**src/rtl/pb_ctrl.sv**
```systemverilog
// Push-button front end: synchronises and debounces an active-low button, then classifies presses.
// Short press -> one-cycle pb_pulse on release; long press -> toggles mode_selection. Build option: PB_AUTOREPEAT_EN.
module pb_ctrl #(
    parameter int DEB_LEN    = 4,
    parameter int LONG_CNT   = 1000,
    parameter int REPEAT_CNT = 250
) (
    input  logic clk,
    input  logic rst_n,
    input  logic pb_in_n,
    output logic pb_pulse,
    output logic mode_selection,
    output logic pb_level
);

    localparam int HOLD_W = $clog2(LONG_CNT);
    localparam logic [HOLD_W-1:0] HOLD_MAX = HOLD_W'(LONG_CNT - 1);

    generate
        if (DEB_LEN < 2 || LONG_CNT < 2 || REPEAT_CNT < 2) begin : g_bad_params
            $error("pb_ctrl: DEB_LEN, LONG_CNT and REPEAT_CNT must all be >= 2");
        end
    endgenerate

    typedef enum logic [1:0] {
        IDLE    = 2'd0,
        PRESSED = 2'd1,
        LONG    = 2'd2
    } state_t;

    logic               sync_meta_reg;
    logic               sync_q;
    logic [DEB_LEN-1:0] shift_reg;
    logic               pb_level_next;
    logic [HOLD_W-1:0]  hold_cnt_reg;
    state_t             state_reg;

    // Two-flop synchroniser and debounce shift register, all reset to "released".
    always_ff @(posedge clk or negedge rst_n) begin
        if (!rst_n) begin
            sync_meta_reg <= 1'b0;
            sync_q        <= 1'b0;
            shift_reg     <= '0;
            pb_level      <= 1'b0;
        end else begin
            sync_meta_reg <= ~pb_in_n;
            sync_q        <= sync_meta_reg;
            shift_reg     <= {shift_reg[DEB_LEN-2:0], sync_q};
            pb_level      <= pb_level_next;
        end
    end

    always_comb begin
        pb_level_next = pb_level;
        if (&shift_reg) begin
            pb_level_next = 1'b1;
        end else if (~|shift_reg) begin
            pb_level_next = 1'b0;
        end
    end

`ifdef PB_AUTOREPEAT_EN
    localparam int REP_W = $clog2(REPEAT_CNT);
    localparam logic [REP_W-1:0] REP_MAX = REP_W'(REPEAT_CNT - 1);
    logic [REP_W-1:0] rep_cnt_reg;
`endif

    // IDLE reacts to the debounce set condition so PRESSED starts on the same edge pb_level rises;
    // release is judged on the registered level, so the short-press pulse lands one cycle after pb_level falls.
    always_ff @(posedge clk or negedge rst_n) begin
        if (!rst_n) begin
            state_reg      <= IDLE;
            hold_cnt_reg   <= '0;
            pb_pulse       <= 1'b0;
            mode_selection <= 1'b1;
`ifdef PB_AUTOREPEAT_EN
            rep_cnt_reg    <= '0;
`endif
        end else begin
            pb_pulse <= 1'b0;
            case (state_reg)
                IDLE: begin
                    if (pb_level_next) begin
                        state_reg    <= PRESSED;
                        hold_cnt_reg <= '0;
                    end
                end
                PRESSED: begin
                    if (!pb_level) begin
                        state_reg <= IDLE;
                        pb_pulse  <= 1'b1;
                    end else if (hold_cnt_reg == HOLD_MAX) begin
                        state_reg      <= LONG;
                        mode_selection <= ~mode_selection;
`ifdef PB_AUTOREPEAT_EN
                        rep_cnt_reg    <= '0;
`endif
                    end else begin
                        hold_cnt_reg <= hold_cnt_reg + 1'b1;
                    end
                end
                LONG: begin
                    if (!pb_level) begin
                        state_reg <= IDLE;
`ifdef PB_AUTOREPEAT_EN
                    end else if (rep_cnt_reg == REP_MAX) begin
                        // A repeat that coincides with the debounced release is dropped.
                        rep_cnt_reg <= '0;
                        pb_pulse    <= pb_level_next;
                    end else begin
                        rep_cnt_reg <= rep_cnt_reg + 1'b1;
`endif
                    end
                end
                default: begin
                    state_reg <= IDLE;
                end
            endcase
        end
    end

endmodule

```
**config.mk**
```make
export PLATFORM = sky130hd
export DESIGN_NAME = pb_ctrl
export DESIGN_NICKNAME = d
export VERILOG_FILES = /design/src/rtl/pb_ctrl.sv
export SDC_FILE = /design/constraint.sdc
export NUM_CORES = 1
export LEC_CHECK = 0
export BUFFER_PORTS_ARGS = -buffer_cell sky130_fd_sc_hd__buf_2
export CAP_MARGIN = 20
export CELL_PAD_IN_SITES_DETAIL_PLACEMENT = 0
export CELL_PAD_IN_SITES_GLOBAL_PLACEMENT = 1
export CORE_MARGIN = 2
export CORE_UTILIZATION = 30
export CTS_CLUSTER_DIAMETER = 200
export DETAILED_ROUTE_END_ITERATION = 8
export PLACE_DENSITY = 0.63
export SLEW_MARGIN = 40
export SYNTH_ARGS = -nofsm -noshare
export SYNTH_HDL_FRONTEND = slang
export SYNTH_SLANG_ARGS = --single-unit
```
**constraint.sdc**
```tcl
create_clock -name clk -period 1.84 [get_ports clk]
set_input_delay 0.368 -clock clk [delete_from_list [all_inputs] [get_ports clk]]
set_output_delay 0.368 -clock clk [all_outputs]
set_load 0.005 [all_outputs]
```
==> results of run 1 <==
==> metrics by stage <==
stage	utilization	area, um^2	hold WS, ns	cells
6_report	0.345	1030	-0.00231	127
3_5_place_dp	0.331	986	0.341	121
4_1_cts	0.340	1010	0.0183	125
3_3_place_gp	0.331	986	0.332	121
5_1_grt	0.345	1030	0.0186	127
2_1_floorplan	-	912	0.0724	83
==> synth_stat cells (all sizes together) (2+ instances only) <==
library cell / number / area share
nand2: 9 / 0.037
and3: 2 / 0.014
nand4: 3 / 0.027
a21oi: 5 / 0.032
mux2i: 2 / 0.022
nor2: 2 / 0.0082
nand3: 3 / 0.016
nand2b: 2 / 0.014
a31oi: 7 / 0.048
inv: 4 / 0.016
nor2b: 4 / 0.027
clkbuf: 2 / 0.0082
o31a: 2 / 0.019
dfrtp: 20 / 0.55
==> worst paths after layout <==
kind	startpoint	cells after the start	to
setup / recovery	hold_cnt_reg[1]	6	hold_cnt_reg[2]
max in group asynchronous	rst_n	1	mode_selection
hold / removal	rst_n	1	hold_cnt_reg[4]
hold reg to reg	sync_meta_reg	0	sync_q
setup reg to reg	hold_cnt_reg[1]	6	hold_cnt_reg[2]
min in group clk	pb_in_n	2	sync_meta_reg
==> cells by family (layout without fill, tap and decap cells) <==
logic type | Yosys count | after routing | synth area share
AND/OR/NAND/NOR | 31 | 31 | 0.192
adder cells (fa/ha/maj) | 1 | 1 | 0.0137
buffers and inverters | 6 | 17 | 0.0247
AO/OA/AOI/OAI | 21 | 21 | 0.161
flip-flops | 21 | 21 | 0.578
multiplexers | 2 | 2 | 0.0219
XOR/XNOR | 1 | 1 | 0.00960
==> routing by layer <==
layer / GRT usage / vias up / share of wire
met5: 0 / - / 0
met4: 0.0617 / 0 / 0.0089
met3: 0.0218 / 2 / 0.020
met2: 0.167 / 7 / 0.47
met1: 0.164 / 335 / 0.50
li1: - / 330 / -
==> cell type report <==
cell class	instances	area (um^2)
clock buffer	3	22.5
tap	33	41.3
sequential	21	527
fill	290	1950
inverter	4	15.0
timing repair buffer	9	55.1
clock inverter	1	5.00
multi-input combinational	56	363
==> power by group through the flow <==
stage	Combinational [W]	Clock, W	Sequential (W)
6_report	0.000337	0.000220	0.000574
5_1_grt	0.000377	0.000250	0.000588
4_1_cts	0.000311	0.000232	0.000578
3_5_place_dp	0.000308	0	0.000589
3_3_place_gp	0.000307	0	0.000588
2_1_floorplan	0.000204	0	0.000578
==> layout by cell type (no fill, tap or decap), drive strengths merged, types with 3 or more instances in the layout <==
cell type | netlist | routed
a21oi | 5 | 5
nand3 | 3 | 3
buf | 0 | 9
a31oi | 7 | 7
clkbuf | 2 | 3
nand2 | 9 | 9
dfrtp | 20 | 20
inv | 4 | 4
nand4 | 3 | 3
nor2b | 4 | 4
==> worst max-delay path: cells and delay by family, from the launching register on <==
kind | cells | cell delay (ns)
AO/OA/AOI/OAI | 3 | 0.68
adder cells (fa/ha/maj) | 1 | 0.21
buffers and inverters | 1 | 0.12
flip-flops | 1 | 0.41
AND/OR/NAND/NOR | 1 | 0.15
==> timing repair <==
item,in CTS,in global routing
setup endpoints to repair,0,6
resized for setup,0,0
setup buffers,0,2
==> load_flow_metrics.sql, run 1 <==
INSERT INTO impl_metrics (metric_group, metric, value, unit) VALUES
('status', 'outcome', 'finished, violations left', ''),
('status', 'violations', 'hold timing', ''),
('synthesis', 'synthesis.yosys.warnings', '0', ''),
('synthesis', 'yosys_register_bits', '21', ''),
('timing', 'finalCritPeriodShare', '0.897', ''),
('synthesis', 'postSynthNetCount', '87', ''),
('timing', 'final.min_clock_period', '1.65', 'ns'),
('global_route', 'first_pass_grt_wire_length', '3.05', 'mm'),
('detailed_routing', 'wire_per_inst', '13.2', 'um'),
('pwr', 'p_comb_frac', '0.298', ''),
('timing', 'max_slew.worst_pin.slew', '0.549', 'ns'),
('timing', 'clk_skew', '0.00172', 'ns'),
('setup_path', 'crit_path_cell_trace', 'ha_1 -> nand4b_1 -> o31a_1 -> a21oi_2 -> inv_2 -> a31oi_1', ''),
('cells_and_area', 'drive_above_1_share', '0.181', ''),
('synthesis', 'synth-edff-count', '0', ''),
('setup_path', 'crit_path_max_fanout', '10', ''),
('timing', 'timing.final.max_slew_violations', '0', ''),
('pwr', 'power_switching_share', '0.341', ''),
('detailed_routing', 'drc_errors', '0', ''),
('timing', 'report.final.setup_viol', '0', ''),
('cts', 'tritoncts', 'built', ''),
('hold_path', 'hold_path_class', 'in2async', ''),
('detailed_routing', 'detail_route.wirelength', '1.68', 'mm'),
('cells_and_area', 'largest_reg_flops', '10', ''),
('timing', 'finalSetupTns', '0', 'ns'),
('timing', 'maxSlewHeadroom', '0.631', ''),
('global_route', 'grt_pass1_vias', '690', ''),
('floorplanning', 'initial_utilization', '0.306', ''),
('cts', 'hold_buffers', '0', ''),
('pwr', 'relative_contribution_of_sequential_cells_to_total_power', '0.507', ''),
('setup_path', 'critical_path_arrival', '1.88', 'ns'),
('timing', 'final_report_hold_violation_count', '3', ''),
('setup_path', 'setup.worst_path.class', 'reg2reg', ''),
('setup_path', 'cp_capture_type', 'flop', ''),
('timing', 'worst_hold_slack', '-0.00231', 'ns'),
('placement', 'detailedPlace.worstSlack', '0.189', 'ns'),
('cts', 'cts-buffers-inserted', '3', ''),
('pwr', 'total_power_density_per_cell_area', '1100', 'mW/mm^2'),
('pwr', 'cellLeakagePower', '0.467', 'nW'),
('setup_path', 'critical-path-max-stage-delay', '0.41', 'ns'),
('setup_path', 'r2r_slack', '0.19', 'ns'),
('pwr', 'power.share.clock', '0.195', ''),
('timing', 'worst_slack', '0.190', 'ns'),
('floorplanning', 'die_y', '59.1', 'um'),
('detailed_routing', 'firstDrtPassIters', '4', ''),
('synthesis', 'number_of_cells_produced_by_synthesis', '83', ''),
('detailed_routing', 'drt_iter0_markers', '27', ''),
('synthesis', 'post_synth.cell_area_avg', '11.0', 'um^2'),
('global_route', 'grt.total_usage', '0.116', ''),
('floorplanning', 'num_io_pins', '6', ''),
('cts', 'ctsHtreeMaxLevel', '1', ''),
('global_route', 'grt_max_degree', '22', ''),
('floorplanning', 'std_cell_rows', '20', ''),
('cts', 'clock_insertion_delay_worst_skew', '0.30', 'ns'),
('detailed_routing', 'post_route_ant_nets', '0', ''),
('setup_path', 'crit_path_top_delay_cell', 'sky130_fd_sc_hd__dfrtp_1', ''),
('detailed_routing', 'via_count', '674', ''),
('job', 'drv_cap', '0', ''),
('cts', 'worst_setup_hold_path_clk_slew', '0.12', 'ns'),
('pwr', 'intPower', '0.000745', 'W'),
('cts', 'clock_sink_count', '21', ''),
('placement', 'port_buffers', '5', ''),
('placement', 'dp_hpwl', '1.19', 'mm'),
('cells_and_area', 'antenna_cells_inserted', '0', ''),
('global_route', 'grt.overflow.total', '0', ''),
('synthesis', 'ys_dominant_reg_cell', 'sky130_fd_sc_hd__dfrtp_1', ''),
('timing', 'maxClockFrequency', '606', 'MHz'),
('floorplanning', 'design.die.area', '0.00350', 'mm^2'),
('setup_path', 'startpoint_type_of_the_worst_setup_path', 'flop', ''),
('global_route', 'antenna_violations_before_repair', '0', ''),
('detailed_routing', 'via_per_inst', '5.31', '');
No activity file was read; power rests on OpenSTA's default activity.
==> inputs of run 2 (changes only) <==
Settings changed: CELL_PAD_IN_SITES_DETAIL_PLACEMENT 0 to 2, CELL_PAD_IN_SITES_GLOBAL_PLACEMENT 1 to 2, PLACE_DENSITY 0.63 to 0.71.
==> run 2 against run 1 <==
  * The run now ends clean
  * Utilization is 0.63 points higher
  * Power is 2.8% higher
  * Global-route usage is 2.7 points higher
  * Hold slack better by 0.17 ns
  * Sequential share of layout area is 0.92 points lower
  * Sequential power is 1% higher
  * Die area stayed put
  * Setup slack worse by 0.076 ns
  * Fmax is 4.4% lower
  * Non-clock buffer count is 1 higher
  * Critical path type unchanged
==> load_flow_metrics.sql, run 2 (synthesis results as in run 1) <==
INSERT INTO impl_metrics (metric_group, metric, value, unit) VALUES
('timing', 'max_slew.worst_pin.slew', '0.547', 'ns'),
('cells_and_area', 'area_growth', '14.8', '%'),
('floorplanning', 'design.die.area', '0.00350', 'mm^2'),
('floorplanning', 'std_cell_rows', '20', ''),
('cells_and_area', 'finish.net_count', '100', ''),
('setup_path', 'timing.critical_path.from', 'hold_cnt_reg[0]', ''),
('setup_path', 'critPathTopFamily', 'compound AO/OA/AOI/OAI gates', ''),
('pwr', 'total_power_density_per_cell_area', '1110', 'mW/mm^2'),
('detailed_routing', 'detail_route.wirelength', '2.15', 'mm'),
('pwr', 'p_comb_frac', '0.298', ''),
('floorplanning', 'die_y', '59.1', 'um'),
('hold_path', 'hold_path_class', 'in2reg', ''),
('detailed_routing', 'met2_routed_wl', '1.05', 'mm'),
('timing', 'finalCritPeriodShare', '0.938', ''),
('timing', 'timing.final.max_slew_violations', '0', ''),
('timing', 'maxSlewHeadroom', '0.634', ''),
('setup_path', 'critical-path-max-stage-delay', '0.44', 'ns'),
('detailed_routing', 'post_route_ant_nets', '0', ''),
('cts', 'clock-root-buffer', 'sky130_fd_sc_hd__clkbuf_4', ''),
('detailed_routing', 'wire_per_inst', '16.8', 'um'),
('pwr', 'intPower', '0.000737', 'W'),
('timing', 'clk_skew', '0.00116', 'ns'),
('pwr', 'power.ir.vdd_worst', '0.235', 'mV'),
('global_route', 'grt_max_degree', '22', ''),
('setup_path', 'setup.worst_path.class', 'reg2reg', ''),
('setup_path', 'worst-path-buf-inv', '1', ''),
('detailed_routing', 'route.met3.wl', '60', 'um'),
('detailed_routing', 'drc_errors', '0', ''),
('cts', 'ctsHtreeMaxLevel', '1', ''),
('timing', 'final_report_hold_violation_count', '0', ''),
('job', 'drv_cap', '0', ''),
('setup_path', 'crit_path_max_fanout', '10', ''),
('global_route', 'antenna_violations_before_repair', '0', ''),
('timing', 'report.final.setup_viol', '0', ''),
('floorplanning', 'die_width', '59.1', 'um'),
('setup_path', 'crit_path_top_delay_cell', 'sky130_fd_sc_hd__dfrtp_1', ''),
('cts', 'tritoncts', 'built', ''),
('placement', 'port_buffers', '5', ''),
('placement', 'post_dp_cell_area', '993', 'um^2'),
('setup_path', 'cp_capture_type', 'flop', ''),
('pwr', 'power.share.clock', '0.203', ''),
('floorplanning', 'num_io_pins', '6', ''),
('cts', 'cts_max_path_buffers', '2', ''),
('detailed_routing', 'firstDrtPassIters', '2', ''),
('detailed_routing', 'top_signal_layer_used', 'met4', ''),
('pwr', 'cellLeakagePower', '0.469', 'nW'),
('global_route', 'grt.total_usage', '0.143', ''),
('hold_path', 'hold_start', 'pb_in_n', ''),
('cells_and_area', 'layout.filler_cells', '315', ''),
('cells_and_area', 'antenna_cells_inserted', '0', ''),
('placement', 'dp_hpwl', '1.53', 'mm'),
('cells_and_area', 'final_cell_mix', 'sky130_fd_sc_hd__dfrtp_1 (20), sky130_fd_sc_hd__nand2_1 (9), sky130_fd_sc_hd__a31oi_1 (6)', ''),
('detailed_routing', 'drt_iter0_markers', '20', ''),
('cells_and_area', 'most_common_cell_after_layout_fill_and_taps_aside', 'sky130_fd_sc_hd__dfrtp_1', ''),
('cells_and_area', 'drive_above_1_share', '0.200', ''),
('global_route', 'grt.overflow.total', '0', ''),
('timing', 'maxClockFrequency', '579', 'MHz'),
('pwr', 'power_switching_share', '0.366', ''),
('cells_and_area', 'largest_reg_flops', '10', ''),
('detailed_routing', 'wl_met1', '998', 'um'),
('pwr', 'design_power_total', '0.00116', 'W'),
('setup_path', 'crit_path_cell_trace', 'ha_2 -> nand4b_1 -> o31a_1 -> a21oi_2 -> inv_2 -> a31oi_2', ''),
('detailed_routing', 'via_count', '715', ''),
('global_route', 'first_pass_grt_wire_length', '3.55', 'mm'),
('floorplanning', 'initial_utilization', '0.306', ''),
('cts', 'worst_setup_hold_path_clk_slew', '0.12', 'ns'),
('setup_path', 'r2r_start', 'hold_cnt_reg[0]', ''),
('timing', 'worst_hold_slack', '0.172', 'ns'),
('timing', 'final.min_clock_period', '1.73', 'ns'),
('pwr', 'net-switching-power', '0.000425', 'W'),
('cts', 'clock_sink_count', '21', ''),
('cts', 'clock_insertion_delay_worst_skew', '0.32', 'ns'),
('timing', 'finalSetupTns', '0', 'ns'),
('setup_path', 'critical_path_required', '2.09', 'ns'),
('setup_path', 'critical_path_arrival', '1.98', 'ns'),
('status', 'outcome', 'finished clean', ''),
('global_route', 'grt_pass1_vias', '697', ''),
('pwr', 'relative_contribution_of_sequential_cells_to_total_power', '0.499', ''),
('cts', 'cts-buffers-inserted', '3', ''),
('setup_path', 'startpoint_type_of_the_worst_setup_path', 'flop', ''),
('floorplanning', 'core-area', '0.00298', 'mm^2'),
('cells_and_area', 'final_area', '0.00105', 'mm^2'),
('placement', 'gp_congestion', '0.772', ''),
('detailed_routing', 'via_per_inst', '5.59', '');
==> run 2: changes by cell type in the layout (fill, tap and decap cells not counted), sizes merged <==
cell,before,now
dlygate4sd3,0,1
==> run 2: layout make-up <==
class | instances | area (um^2) | area share
Tap cell | 33 | 41.3 | 0.0394
Multi-Input combinational cell | 56 | 372 | 0.355
Inverter | 4 | 15.0 | 0.0143
Sequential cell | 21 | 527 | 0.503
Clock inverter | 1 | 5.00 | 0.00478
Clock buffer | 3 | 22.5 | 0.0215
Timing Repair Buffer | 10 | 65.1 | 0.0621
==> run 2: path summary, 6_finish.rpt <==
| path | end | slack (ns) | cells after the start |
|---|---|---|---|
| max reg2reg | hold_cnt_reg[5] | 0.11 | 6 |
| max | hold_cnt_reg[5] | 0.11 | 6 |
| min reg2reg | shift_reg[0] | 0.37 | 0 |
| min | sync_meta_reg | 0.17 | 2 |
| min in group asynchronous | shift_reg[3] | 0.53 | 2 |
| max in group asynchronous | mode_selection | 0.96 | 2 |
==> run 2: routing by layer <==
layer	vias to the layer above	GRT usage
li1	329	-
met1	369	0.180
met2	11	0.225
met3	6	0.0328
met4	0	0.0779
met5	-	0
==> run 2: per-stage QoR <==
stage,std cells,utilization,setup slack (ns)
final,128,0.352,0.114
after global routing,128,0.352,-0.000137
after CTS,127,0.346,0.0775
after detailed placement,122,0.334,0.115
after global placement,122,0.334,0.216
after floorplan,83,-,0.363
==> run 2: power by group through the flow <==
stage / clock network (W) / registers (W) / logic, W
5_1_grt: 0.000262 / 0.000590 / 0.000387
3_3_place_gp: 0 / 0.000585 / 0.000320
2_1_floorplan: 0 / 0.000578 / 0.000204
4_1_cts: 0.000251 / 0.000580 / 0.000338
3_5_place_dp: 0 / 0.000589 / 0.000335
6_report: 0.000236 / 0.000580 / 0.000347
==> run 2: what timing repair did <==
action,CTS,global route
setup endpoints to repair,0,2
resized for setup,0,2
endpoints found under the hold margin,20,0
buffers inserted,0,1
hold buffers,1,0
